<file path="src/rtl/key_cond_pkg.sv">
// Shared types and default timing constants for the push-button conditioner.
package key_cond_pkg;

  typedef enum logic [1:0] {
    IDLE        = 2'd0,
    DEB_PRESS   = 2'd1,
    PRESSED     = 2'd2,
    DEB_RELEASE = 2'd3
  } key_state_e;

  // 20 ms debounce and 1 s long-press at 50 MHz.
  localparam int DEBOUNCE_CYCLES_DEF = 1_000_000;
  localparam int LONG_CYCLES_DEF     = 50_000_000;

endpackage

</file>
<file path="src/rtl/sync_2ff.sv">
// Two-flop synchroniser for one asynchronous bit; reset loads RST_VAL into both stages.
module sync_2ff #(
  parameter bit RST_VAL = 1'b0
) (
  input  logic clk_i,
  input  logic rst_ni,
  input  logic d_i,
  output logic q_o
);

  logic meta_d, meta_q;
  logic sync_d, sync_q;

  always_comb begin
    meta_d = d_i;
    sync_d = meta_q;
  end

  always_ff @(posedge clk_i or negedge rst_ni) begin
    if (!rst_ni) begin
      meta_q <= RST_VAL;
      sync_q <= RST_VAL;
    end else begin
      meta_q <= meta_d;
      sync_q <= sync_d;
    end
  end

  assign q_o = sync_q;

endmodule

</file>
<file path="src/rtl/key_conditioner.sv">
// Push-button synchroniser, debouncer and press/release/long-press strobe generator.
// Long-press support is compiled in only when KEY_COND_LONG_PRESS_EN is defined.
module key_conditioner
  import key_cond_pkg::*;
#(
  parameter int DEBOUNCE_CYCLES = DEBOUNCE_CYCLES_DEF,
  parameter int LONG_CYCLES     = LONG_CYCLES_DEF,
  parameter bit KEY_ACTIVE_LOW  = 1'b1
) (
  input  logic clk_i,
  input  logic rst_ni,
  input  logic key_i,
  output logic pressed_o,
  output logic press_pulse_o,
  output logic release_pulse_o,
  output logic long_press_o
);

  localparam int DW = $clog2(DEBOUNCE_CYCLES);
  localparam logic [DW-1:0] DEB_LAST = DW'(DEBOUNCE_CYCLES - 1);
  // Synchroniser resets to the released pin level so a key held through reset reads as a new press.
  localparam bit KEY_IDLE_LVL = KEY_ACTIVE_LOW;

  logic key_sync;
  logic k_s;

  sync_2ff #(
    .RST_VAL(KEY_IDLE_LVL)
  ) u_sync (
    .clk_i (clk_i),
    .rst_ni(rst_ni),
    .d_i   (key_i),
    .q_o   (key_sync)
  );

  assign k_s = KEY_ACTIVE_LOW ? ~key_sync : key_sync;

  key_state_e    state_d, state_q;
  logic [DW-1:0] deb_cnt_d, deb_cnt_q;
  logic          press_d, press_q;
  logic          release_d, release_q;
  logic          pressed_d, pressed_q;

  always_comb begin
    state_d   = state_q;
    deb_cnt_d = deb_cnt_q;
    press_d   = 1'b0;
    release_d = 1'b0;
    unique case (state_q)
      IDLE: begin
        if (k_s) begin
          state_d   = DEB_PRESS;
          deb_cnt_d = '0;
        end
      end
      DEB_PRESS: begin
        if (!k_s) begin
          state_d   = IDLE;
          deb_cnt_d = '0;
        end else if (deb_cnt_q == DEB_LAST) begin
          state_d   = PRESSED;
          deb_cnt_d = '0;
          press_d   = 1'b1;
        end else begin
          deb_cnt_d = deb_cnt_q + 1'b1;
        end
      end
      PRESSED: begin
        if (!k_s) begin
          state_d   = DEB_RELEASE;
          deb_cnt_d = '0;
        end
      end
      DEB_RELEASE: begin
        if (k_s) begin
          state_d   = PRESSED;
          deb_cnt_d = '0;
        end else if (deb_cnt_q == DEB_LAST) begin
          state_d   = IDLE;
          deb_cnt_d = '0;
          release_d = 1'b1;
        end else begin
          deb_cnt_d = deb_cnt_q + 1'b1;
        end
      end
      default: begin
        state_d   = IDLE;
        deb_cnt_d = '0;
      end
    endcase
    pressed_d = (state_d == PRESSED) || (state_d == DEB_RELEASE);
  end

  always_ff @(posedge clk_i or negedge rst_ni) begin
    if (!rst_ni) begin
      state_q   <= IDLE;
      deb_cnt_q <= '0;
      press_q   <= 1'b0;
      release_q <= 1'b0;
      pressed_q <= 1'b0;
    end else begin
      state_q   <= state_d;
      deb_cnt_q <= deb_cnt_d;
      press_q   <= press_d;
      release_q <= release_d;
      pressed_q <= pressed_d;
    end
  end

  assign pressed_o       = pressed_q;
  assign press_pulse_o   = press_q;
  assign release_pulse_o = release_q;

`ifdef KEY_COND_LONG_PRESS_EN
  localparam int HW = $clog2(LONG_CYCLES + 1);
  localparam logic [HW-1:0] HOLD_MAX  = HW'(LONG_CYCLES);
  localparam logic [HW-1:0] HOLD_LAST = HW'(LONG_CYCLES - 1);

  logic [HW-1:0] hold_d, hold_q;
  logic          long_d, long_q;

  // Hold time only advances in PRESSED; a release bounce freezes it, saturation stops repeats.
  always_comb begin
    hold_d = hold_q;
    long_d = 1'b0;
    if (press_d) begin
      hold_d = '0;
    end else if ((state_q == PRESSED) && (hold_q != HOLD_MAX)) begin
      hold_d = hold_q + 1'b1;
      long_d = (hold_q == HOLD_LAST);
    end
  end

  always_ff @(posedge clk_i or negedge rst_ni) begin
    if (!rst_ni) begin
      hold_q <= '0;
      long_q <= 1'b0;
    end else begin
      hold_q <= hold_d;
      long_q <= long_d;
    end
  end

  assign long_press_o = long_q;
`else
  logic unused_long_cfg;
  assign unused_long_cfg = (LONG_CYCLES > DEBOUNCE_CYCLES);
  assign long_press_o    = 1'b0;
`endif

endmodule

</file>
<file path="config.mk">
export PLATFORM = sky130hd
export DESIGN_NAME = key_conditioner
export DESIGN_NICKNAME = d
export VERILOG_FILES = /design/src/rtl/key_cond_pkg.sv /design/src/rtl/sync_2ff.sv /design/src/rtl/key_conditioner.sv
export SDC_FILE = /design/constraint.sdc
export NUM_CORES = 1
export LEC_CHECK = 0
export CORE_MARGIN = 2
export CORE_UTILIZATION = 50
export CTS_CLUSTER_SIZE = 40
export DETAILED_ROUTE_END_ITERATION = 7
export HOLD_SLACK_MARGIN = 0.05
export PLACE_DENSITY = 0.68
export SLEW_MARGIN = 25
export SYNTH_ARGS = -nofsm -noshare
export SYNTH_HDL_FRONTEND = slang
export SYNTH_SLANG_ARGS = --single-unit
</file>
<file path="constraint.sdc">
create_clock -name clk_i -period 3.2 [get_ports clk_i]
set_input_delay 0.32 -clock clk_i [delete_from_list [all_inputs] [get_ports clk_i]]
set_output_delay 0.32 -clock clk_i [all_outputs]
set_load 0.03 [all_outputs]
</file>
==> metrics.txt <==
final std cells w/o fill=180; max_cap viols=0; fin. max-slew vios=0; RR Startpoint=u_sync.q_o$_DFF_PN1_; nets=154; pin count of the biggest net entering global routing=28; P&R area growth vs syn=5.112%; CTS resizes=0; EDFF count, synth=0; DR pass1 iterations=4; RSZ-0062 raised after global routing=false; CTS tree=yes; Initial Util=0.5148; Core ar.=2710 sq um; Syn. warnings=0; # rows=19; root buffer cell=clkbuf_4; FFs w/ async S/R, synth=1.000; insertion delay to the later sink of the worst-skew pair=0.32 ns; Clock Pin Slew Worst Setup and Hold Paths=0.14 ns; WP data required=3.45 ns; Syn Nets=149; htree depth=1; Synth top area share=0.4484; die height=56.82 um; synth top area cells=dfrtp_1 (45%), nand3_1 (5.4%), nand2_1 (5.1%); post-DP HPWL=1833 um; WL final=2608 um; IO Pins=7; WL/cell=14.49 um; DRC viols=0; outcome=finished, final reports clean; crit path launch=u_sync.q_o$_DFF_PN1_; final setup vio count=0; Critical Path End Type=flip-flop; Worst EP arrival=2.42 ns; TNS Setup=0 ns; crit path time final=2.170 ns; vias=1059; vias in the first global route=1021; critical path fanouts, max=23; pwr/cell area=372.7 nW/um^2; Overflow after GRT=0; Cell variety after synth=38; layout cells sized above 1=0.09396; ant diodes=0; Util after Layout=0.5411; Mapped Cells=145; DRT iter0 DRCs=58; placed cells=176; Routed Antenna Nets=0; r2r worst-path depth=5; buffers from clock root to sink, at most=2; total track usage=0.1946; Fmax=0.4608 GHz; Mapped Area=1395 sq um; Static Leak=0.5927 nW; Seq/Total Area, Yosys=0.4861; syn avg cell area=9.621 sq um; IO Port Bufs=5; Hold WC Path Type=primary input to asynchronous set/reset pin; period utilisation layout=0.6781; Worst slew margin=0.3981; post-synthesis register bit count=27; Post-CTS Setup Inserts=0; Max IR drop VDD=0.2485 mV; GP Congestion=0.7750; first-pass GRT wire length=4864 um; Final Hold Viols=0; hold_buf cts=0; Final Total Pwr=546.6 uW; initial antenna violation count=0; Commonest cells post-synth=dfrtp_1 (25), nand2_1 (19), nand3_1 (15), o21ai_0 (11), a31oi_1 (8); Yosys top cell by area=dfrtp_1; Worst setup SP type=flip-flop; Crit Path Class=flip-flop to flip-flop; Synth Flop Type=dfrtp_1; Worst-Margin Slew=0.9029 ns; skew final=0.003024 ns; chip width=56.82 um; CTS buffer count=3; # clock sinks=27; cell with the most instances after synthesis=dfrtp_1; vias per cell=5.883; die area=3229 sq um
[cell families (layout without fill, tap and decap cells)]
kind of cell	after synthesis	count (layout)	share of synthesized area
buf+inv	7	11	0.04036
simple gates	70	70	0.2780
fa+ha+maj	1	1	0.008967
compound gates	35	35	0.1587
xor+xnor	4	4	0.02512
flops	27	27	0.4861
other cells	1	1	0.002688
[sequential cells by signal, summed over array words and instances (netlist names)]
register and flops:
deb_cnt_q 20, press_pulse_o 1, pressed_o 1, release_pulse_o 1, state_q 2, u_sync.meta_q 1
u_sync.q_o 1
[report_power, final]
part	leakage (nW)	switching (mW)	internal (mW)
clock	0.0177	0.0993	0.0469
combinational	0.209	0.0257	0.0134
sequential	0.366	0.0105	0.351
total	0.593	0.136	0.411
[worst paths after layout]
path | slack, ns | endpoint
setup / recovery | 1.03 | deb_cnt_q[10]$_DFFE_PN0P_
hold reg to reg | 0.37 | u_sync.q_o$_DFF_PN1_
max in group asynchronous | 2.56 | u_sync.meta_q$_DFF_PN1_
hold / removal | 0.34 | deb_cnt_q[4]$_DFFE_PN0P_
min in group clk_i | 0.37 | u_sync.q_o$_DFF_PN1_
setup reg to reg | 1.03 | deb_cnt_q[10]$_DFFE_PN0P_
[critical path, cell delays in order (launching register included)]
cell and delay, ns:
dfstp_2 0.59, xnor2_1 0.19, nand2_1 0.17, a21oi_2 0.69, or2b_1 0.28, a31oi_1 0.17
[layer usage]
layer	global-route usage	up-vias	share of wire
met5	0	-	0
met4	0.07973	0	0.015
met3	0.02995	4	0.031
met2	0.2957	21	0.46
met1	0.2773	494	0.49
li1	-	540	-
[through the flow]
step,area (sq um),hold slack [ns],setup slack (ns)
2_1_floorplan,1395,0.02441,1.213
3_3_place_gp,1439,0.3475,1.123
3_5_place_dp,1439,0.3546,1.060
4_1_cts,1466,0.3507,1.015
5_1_grt,1466,0.3560,0.7936
6_report,1466,0.3412,1.030
[placed cells by master, fill, tap and decap left out, types with 2 or more instances in the layout]
cell type | synthesis | final
dfrtp_1 | 25 | 25
nand2_1 | 19 | 19
nand3_1 | 15 | 15
o21ai_0 | 11 | 11
a31oi_1 | 8 | 8
nor2_1 | 7 | 7
and3_1 | 6 | 6
a21oi_1 | 6 | 6
clkdlybuf4s50_1 | 0 | 5
or2b_1 | 4 | 4
a41oi_1 | 4 | 4
nand4_1 | 3 | 3
nor3_1 | 3 | 3
or3_1 | 3 | 3
clkbuf_4 | 0 | 3
xnor2_1 | 2 | 2
and2_1 | 2 | 2
xor2_1 | 2 | 2
dfstp_2 | 2 | 2
[area by class of cell]
class / instances / area (sq um)
tap: 31 / 38.79
fill: 253 / 1244
inverter: 1 / 3.754
clock inverter: 1 / 5.005
multi-input combinational: 111 / 660.6
timing repair buffer: 6 / 57.56
sequential: 27 / 678.2
clock buffer: 3 / 22.52
No activity file was read; power rests on OpenSTA's default activity.
